$ cat config.mk
export PLATFORM = sky130hd
export DESIGN_NAME = bpf_regfile
export DESIGN_NICKNAME = d
export VERILOG_FILES = /design/src/rtl/bpf_pkg.sv /design/src/rtl/bpf_regfile.sv
export SDC_FILE = /design/constraint.sdc
export NUM_CORES = 1
export LEC_CHECK = 0
export CAP_MARGIN = 20
export CORE_ASPECT_RATIO = 0.6
export CORE_MARGIN = 1
export CORE_UTILIZATION = 40
export DETAILED_ROUTE_END_ITERATION = 12
export DONT_BUFFER_PORTS = 1
export MAX_ROUTING_LAYER = met4
export PLACE_DENSITY = 0.62
export RECOVER_POWER = 25
export SYNTH_ARGS = -nofsm -noshare
export SYNTH_HDL_FRONTEND = slang
export SYNTH_SLANG_ARGS = --single-unit
$ cat constraint.sdc
create_clock -name clk -period 2.2 [get_ports clk]
set_input_delay 0.44 -clock clk [delete_from_list [all_inputs] [get_ports clk]]
set_output_delay 0.44 -clock clk [all_outputs]
set_load 0.02 [all_outputs]
$ cat src/rtl/bpf_pkg.sv
// Shared definitions for the BPF datapath: default register geometry,
// the register-select type and the register-file sequencing states.
package bpf_pkg;

  localparam int WIDTH_DEF = 8;
  localparam int NREGS_DEF = 4;
  localparam int SELW_DEF  = $clog2(NREGS_DEF);

  typedef logic [SELW_DEF-1:0] sel_t;

  typedef enum logic {
    ST_IDLE  = 1'b0,
    ST_CLEAR = 1'b1
  } rf_state_e;

endpackage

$ cat src/rtl/bpf_regfile.sv
// Register bank for the BPF operand mux: live packed view of all registers,
// a registered two-operand read port with write bypass, and a sequenced clear.
module bpf_regfile
  import bpf_pkg::*;
#(
  parameter int WIDTH = WIDTH_DEF,
  parameter int NREGS = NREGS_DEF,
  localparam int SELW = $clog2(NREGS)
) (
  input  logic                   clk,
  input  logic                   rst,
  input  logic                   wr_en,
  input  logic [SELW-1:0]        wr_addr,
  input  logic [WIDTH-1:0]       wr_data,
  output logic                   wr_drop,
  input  logic                   clr_start,
  output logic                   busy,
  input  logic                   rd_valid,
  output logic                   rd_ready,
  input  logic [SELW-1:0]        rd_sel_a,
  input  logic [SELW-1:0]        rd_sel_b,
  output logic                   out_valid,
  input  logic                   out_ready,
  output logic [WIDTH-1:0]       out_a,
  output logic [WIDTH-1:0]       out_b,
  output logic [NREGS*WIDTH-1:0] regs_flat
);

  localparam logic [SELW-1:0] LAST_IDX = SELW'(NREGS - 1);

  rf_state_e        state_q, state_d;
  logic [SELW-1:0]  cnt_q, cnt_d;
  logic [WIDTH-1:0] regs_q [NREGS];
  logic [WIDTH-1:0] regs_d [NREGS];
  logic             wr_drop_q, wr_drop_d;
  logic             out_valid_q, out_valid_d;
  logic [WIDTH-1:0] out_a_q, out_a_d;
  logic [WIDTH-1:0] out_b_q, out_b_d;

  logic             busy_s;
  logic             rd_ready_s;
  logic             rd_accept_s;
  logic             wr_accept_s;

  assign busy_s      = (state_q == ST_CLEAR);
  assign rd_ready_s  = !busy_s && (!out_valid_q || out_ready);
  assign rd_accept_s = rd_valid && rd_ready_s;
  assign wr_accept_s = wr_en && !busy_s;

  // Storage update and clear sequencing
  always_comb begin
    state_d = state_q;
    cnt_d   = cnt_q;
    regs_d  = regs_q;
    case (state_q)
      ST_IDLE: begin
        if (wr_accept_s) begin
          regs_d[wr_addr] = wr_data;
        end else begin
          regs_d[wr_addr] = regs_q[wr_addr];
        end
        if (clr_start) begin
          state_d = ST_CLEAR;
          cnt_d   = '0;
        end else begin
          state_d = ST_IDLE;
          cnt_d   = cnt_q;
        end
      end
      ST_CLEAR: begin
        // clr_start is deliberately not examined here: no restart mid-sweep
        regs_d[cnt_q] = '0;
        cnt_d         = cnt_q + SELW'(1);
        if (cnt_q == LAST_IDX) begin
          state_d = ST_IDLE;
        end else begin
          state_d = ST_CLEAR;
        end
      end
      default: begin
        state_d = ST_IDLE;
        cnt_d   = '0;
      end
    endcase
  end

  // Operand stage: snapshot on accept, with same-cycle write forwarded
  always_comb begin
    out_valid_d = out_valid_q;
    out_a_d     = out_a_q;
    out_b_d     = out_b_q;
    wr_drop_d   = wr_en && busy_s;
    if (rd_accept_s) begin
      out_valid_d = 1'b1;
      if (wr_accept_s && (wr_addr == rd_sel_a)) begin
        out_a_d = wr_data;
      end else begin
        out_a_d = regs_q[rd_sel_a];
      end
      if (wr_accept_s && (wr_addr == rd_sel_b)) begin
        out_b_d = wr_data;
      end else begin
        out_b_d = regs_q[rd_sel_b];
      end
    end else if (out_ready) begin
      out_valid_d = 1'b0;
    end else begin
      out_valid_d = out_valid_q;
    end
  end

  // State registers
  always_ff @(posedge clk or posedge rst) begin
    if (rst) begin
      state_q     <= ST_IDLE;
      cnt_q       <= '0;
      wr_drop_q   <= 1'b0;
      out_valid_q <= 1'b0;
      out_a_q     <= '0;
      out_b_q     <= '0;
      for (int i = 0; i < NREGS; i++) begin
        regs_q[i] <= '0;
      end
    end else begin
      state_q     <= state_d;
      cnt_q       <= cnt_d;
      wr_drop_q   <= wr_drop_d;
      out_valid_q <= out_valid_d;
      out_a_q     <= out_a_d;
      out_b_q     <= out_b_d;
      for (int i = 0; i < NREGS; i++) begin
        regs_q[i] <= regs_d[i];
      end
    end
  end

  for (genvar g = 0; g < NREGS; g++) begin : g_flat
    assign regs_flat[g*WIDTH +: WIDTH] = regs_q[g];
  end

  assign busy      = busy_s;
  assign rd_ready  = rd_ready_s;
  assign wr_drop   = wr_drop_q;
  assign out_valid = out_valid_q;
  assign out_a     = out_a_q;
  assign out_b     = out_b_q;

endmodule

==> impl_results.md, run 1 <==
* TritonRoute pass-1 iters at 5
* Clock transition at path regs at around 70 ps
* Clock skew at roughly 5.7 ps
* Crit share post-route at between 70 and 80%
* Die Ht at roughly 72 µm
* Area grow syn2layout at 5.05%
* Cell Area, Synth at about 0.0033 mm²
* Total number of vias at about 2700
* Synth area leader: dfrtp_1
* DRC at 0
* Fill count at 763
* CTS H-tree lvls at 2
* Top post-synthesis cells by area: dfrtp_1 (40%), mux4_2 (6.8%), a31oi_1 (6.1%)
* Post-synthesis register bit count at between 50 and 60
* Setup TNS Final at 0 ps
* Setup violators final at 0
* Max cap viols at 0
* Largest net degree at the start of global routing at 30
* GR met2 Demand/Resource at about a third
* Port Buffers at 0
* CTS resizes at 0
* Skew-Pair Late Insertion Delay at ~300 ps
* Cells after synthesis at about 310
* Remaining global-route overflow at 0
* Worst-Margin Slew at 995 ps
* Hold Buf Count CTS at 0
* CTS max path bufs at 2
* RSZ-0062 raised after global routing: no
* Post-layout util at between 40% and 50%
* Routing usage on met1 at between 30% and 40%
* GP Congestion at a little over 0.9
* CTS Root Cell: clkbuf_16
* Dpl hpwl at ~7.3 mm
* I/O pins at 72
* Pwr dens at around 1400 mW/mm²
* Antenna violations before repair at 0
* Ys flop type: dfrtp_1
* Area of the core at around 0.008 mm²
* Outcome: complete, no violations
* Slew headroom at between 30 and 40%
* Final hold violation count at 0
* Layout Nets at roughly 320
* Multi-input logic area at 0.00175 mm²
* Initial Utilization at around two fifths
* # diodes at 0
* Critical path, cell by cell: buf_4, or3b_1, nand3_1, o21ai_2
* Crit path launch type: flop
* Pre-CTS WS at 465 ps
* Share of cells above drive strength 1 at a little under a fifth
* Avg Synthesized Cell Area at about 11 µm²
* YS warnings at 0
* WP buf/inv at 1
* Met3 usage at 9.51%
* Drt initial violations at approximately 290
* Setup CP Type: reg2reg
* Drt wl/cell at 24.2 µm
* Slowest stage cell, crit path: or3b_1
* Pins Over Slew Limit at 0
* Syn_nets at roughly 330
* DR vias/cell at about 6.6
* EDFF count, synth at 0
* Tightest Hold Check Type: in2reg
* CTS tree: yes
* CP required at 2370 ps
* Register Area at 0.00133 mm²
* Max VDD drop at ~450 µV
* Final Hold Slack at 217 ps
* First-pass GRT wire length at 15.4 mm
* Seq/Total Area, Yosys at 40.2%
* CP delay by family, top: simple AND/OR/NAND/NOR gates
* CP arrival at ~1900 ps
* Synth cell types at 35
* Post-synth ARST share at between 90% and 100%
* Static Leakage at around 1.4 nW
* Clock period minus worst slack at 1750 ps
* Max Freq at around 570 MHz
* CTS buffer count at 5
* Crit-path max FO at 16
* Critical path endpoint category: flop
* Die Area at between 0.008 and 0.009 mm²
* GRT Max-Usage Layer: met1
* Post-CTS Setup Bufs at 0
* Vias in the first global route at 2561
* Post-route setup slack at roughly 450 ps
* Share of the synthesized area in the top cell type at 40.2%
* Rows at 25
* Antenna viol nets, final at 0
* Clock sink count at 53
* Final wirelength at approximately 9.7 mm
* GRT Total Usage at 24.7%
* Die Width at about 120 µm
* Crit-path max cell delay at around 640 ps
[metal layers]
layer / vias up / wire length [µm]
li1: 1191 / -
met1: 1321 / 4250
met2: 138 / 4000
met3: 11 / 1350
met4: 0 / 117
met5: - / 0
[registers in the layout, summed over array words and instances (netlist names)]
register   cells
out_b          8
regs_flat     32
busy           1
out_valid      1
wr_drop        1
cnt_q          2
out_a          8
[worst reg2reg max path, cell delays in order, from the launching register on]
cell and delay [ps]:
dfrtp_1 470, buf_4 210, or3b_1 650, nand3_1 230, o21ai_2 70
[final cells by class]
class	instances	share of cell area (%)
Inverter	6	0.650
Multi-Input combinational cell	218	50.4
Clock inverter	2	1.12
Tap cell	108	3.90
Sequential cell	53	38.3
Timing Repair Buffer	9	1.88
Clock buffer	6	3.72
[cells in the final DEF (no fill, tap or decap), types with 3 or more instances in the layout]
cell type  count
nand3_1       24
o21ai_2        7
a31oi_1       32
ha_1           4
mux2_2         8
buf_4          8
mux4_1         6
nand2_1       22
o21ai_0       22
inv_1          5
xor2_1         3
nand4_1       16
mux4_2        10
o21ai_1        6
o2111ai_1     16
clkbuf_16      5
or3b_2         8
dfrtp_1       53
o31ai_1       17
[worst paths after layout]
check                      slack, ps            end  cells after the start       from
max                              450  regs_flat[17]                      4       busy
min                              220       cnt_q[1]                      1  clr_start
max reg2reg                      450  regs_flat[17]                      4       busy
min reg2reg                      560       cnt_q[0]                      1   cnt_q[0]
max in group asynchronous        640  regs_flat[11]                      2        rst
min in group asynchronous        260  regs_flat[14]                      1        rst
[Yosys cell counts, types with 2 or more instances]
library cell and instances:
a31oi_1 32, and2_1 2, buf_2 8, buf_4 7
buf_6 7, clkbuf_1 8, dfrtp_1 53, ha_1 4
inv_1 5, mux2_2 8, mux4_1 6, mux4_2 10
nand2_1 22, nand2b_1 2, nand3_1 24, nand4_1 16
o2111ai_1 16, o21ai_0 22, o21ai_1 6, o21ai_2 7
o31ai_1 17, or3b_2 8, xnor2_1 2, xnor2_2 2
xor2_1 3
[power breakdown]
| part | total (W) | switching (W) | internal [W] |
|---|---|---|---|
| clock network | 0.000913 | 0.000372 | 0.000540 |
| logic | 0.00160 | 0.000920 | 0.000676 |
| registers | 0.00244 | 0.00104 | 0.00140 |
| total | 0.00495 | 0.00234 | 0.00261 |
[through the flow]
step	total power, W	area [µm²]	cells
finish	0.00495	3460	402
global route	0.00528	3460	402
CTS	0.00497	3480	402
detailed placement	0.00405	3310	394
global placement	0.00401	3310	394
floorplan	0.00357	3300	307
[kinds of logic after synthesis]
group,synth area share [%]
compound gates,20.3
xor+xnor,2.81
fa+ha+maj,1.52
buf+inv,6.79
flops,40.2
mux,14.3
simple gates,14.0
Power figures use the tool's default switching activity.
==> run 2: changes to the inputs <==
- clock period: 2.2 -> 1.7 ns (I/O delays scaled with it)
==> impl_results.md, run 2 (same netlist as run 1, synthesis figures left out) <==
* Outcome: complete, no violations
* CP arrival at about 1300 ps
* CTS buffer count at 5
* Max cap viols at 0
* # diodes at 0
* DRC at 0
* Clock skew at 4.49 ps
* WL met2 at a little over 4 mm
* Post-route design area at between 0.003 and 0.004 mm²
* Worst r2r dst: regs_flat[28]
* Flop2flop setup slack at approximately 180 ps
* Drt wl/cell at 23.5 µm
* First-pass GRT wire length at between 15 and 20 mm
* Dpl hpwl at 7.28 mm
* CTS H-tree lvls at 2
* Final wirelength at approximately 10 mm
* GRT Total Usage at about 26%
* Total number of vias at roughly 2800
* Power Total at ~0.0065 W
* Layout Nets at 340
* Setup CP Type: reg2out
* DR vias/cell at about 6.6
* Crit share post-route at ~95%
* DR WL met3 at roughly 1.3 mm
* Port Buffers at 0
* Area grow syn2layout at 9.83%
* WL met1 at about 4.4 mm
* Setup TNS Final at 0 ps
* Initial Utilization at 41.7%
* Worst-Margin Slew at around 780 ps
* Largest net degree at the start of global routing at between 50 and 60
* Crit path launch type: flop
* Slew headroom at 48.3%
* Max VDD drop at 619 µV
* R2R cell count at 5
* Worst r2r src: busy
* Die Area at 0.00862 mm²
* Top layer in use: met4
* Skew-Pair Late Insertion Delay at around 300 ps
* Pins Over Slew Limit at 0
* Clock network fraction of total power at around 16%
* Clock sink count at 53
* Sequential Power Share at ~45%
* Share of cells above drive strength 1 at approximately 24%
* Largest register FFs at 32
* Antenna viol nets, final at 0
* RSZ-0062 raised after global routing: no
* Commonest non-fill, non-tap cell in the layout: dfrtp_1
* TritonRoute pass-1 iters at 5
* Static Leakage at between 1 and 1.5 nW
* Antenna violations before repair at 0
* Vias in the first global route at between 2000 and 3000
* Non-Filler Instances at approximately 420
* Tightest Hold Check Type: in2reg
* Placed cell count at 416
* Most frequent cells in the layout: dfrtp_1 (53), a31oi_1 (32), buf_4 (29)
* Clock transition at path regs at 70 ps
* Drt initial violations at roughly 220
* CTS max path bufs at 2
* Pwr dens at roughly 1800 mW/mm²
* Max Freq at 621 MHz
* Comb power frac at approximately two fifths
* Critical path endpoint category: primary output
* Post-CTS Setup Bufs at 0
* Final hold violation count at 0
* Rows at 25
* Post-Place Cell Area at 0.00348 mm²
* Int Pwr at roughly 0.0035 W
* Switching Fraction at a little under half
* Die Width at between 100 and 150 µm
* Crit-path max FO at 18
* I/O pins at slightly above 70
* CP required at approximately 1400 ps
* Die Ht at about 72 µm
* Worst hold start: clr_start
* Remaining global-route overflow at 0
* Setup violators final at 0
* Crit path launch: busy
* CTS tree: yes
* Sw power at approximately 0.003 W
* GP Congestion at approximately 0.95
* CTS Root Cell: clkbuf_16
* Clock period minus worst slack at approximately 1600 ps
* Area of the core at 0.00791 mm²
* Setup crit end: rd_ready
==> run 2: how the worst min path moves through the flow <==
stage               slack (ps)  cells past startpoint  endpoint
floorplan                  430                      1  cnt_q[1]
CTS                        120                      1  cnt_q[1]
global route               120                      1  cnt_q[1]
global placement           300                      2  cnt_q[0]
detailed placement         310                      2  cnt_q[0]
finish                     120                      1  cnt_q[1]
==> run 2: power by group through the flow <==
stage / Sequential [W] / Combinational (W) / Clock (W)
floorplan: 0.00292 / 0.00170 / 0
global placement: 0.00292 / 0.00250 / 0
detailed placement: 0.00294 / 0.00255 / 0
CTS: 0.00292 / 0.00257 / 0.00106
global route: 0.00302 / 0.00286 / 0.00110
finish: 0.00292 / 0.00258 / 0.00103
==> run 2: layout make-up <==
type	instances	area, µm²
Multi-Input combinational cell	218	1750
Inverter	6	22.5
Timing Repair Buffer	32	246
Tap cell	108	135
Clock buffer	7	143
Fill cell	753	4290
Sequential cell	53	1330
==> run 2: metal layers <==
metal | up-vias | global-route usage (%)
li1 | 1235 | -
met2 | 160 | 35.0
met1 | 1377 | 34.9
met3 | 17 | 9.83
met5 | - | -
met4 | 0 | 7.45
==> run 2: timing repair <==
action / 4_1_cts / 5_1_grt
gates resized for setup: 0 / 2
hold buffers: 1 / 0
hold endpoints to repair: 53 / 0
endpoints found under the setup margin: 0 / 1
==> run 2: metrics by stage <==
| step | util [%] | hold WS, ps | worst slack (ps) |
|---|---|---|---|
| final | 45.8 | 119 | 89.7 |
| after global routing | 45.8 | 120 | 17.1 |
| after CTS | 45.8 | 115 | 14.6 |
| after detailed placement | 43.9 | 305 | 197 |
| after global placement | 43.9 | 301 | 216 |
| after floorplan | - | 426 | 73.8 |
==> run 2: worst max-delay path: stages, from the launching register on <==
cell and delay [ps]:
dfrtp_1 400, buf_6 220, inv_1 120, and2_2 230
==> run 3: changes to the inputs <==
- CTS_CLUSTER_SIZE: default -> 40
==> results of run 3 <==
No change in the layout: final DEF, timing and power equal those of run 2.
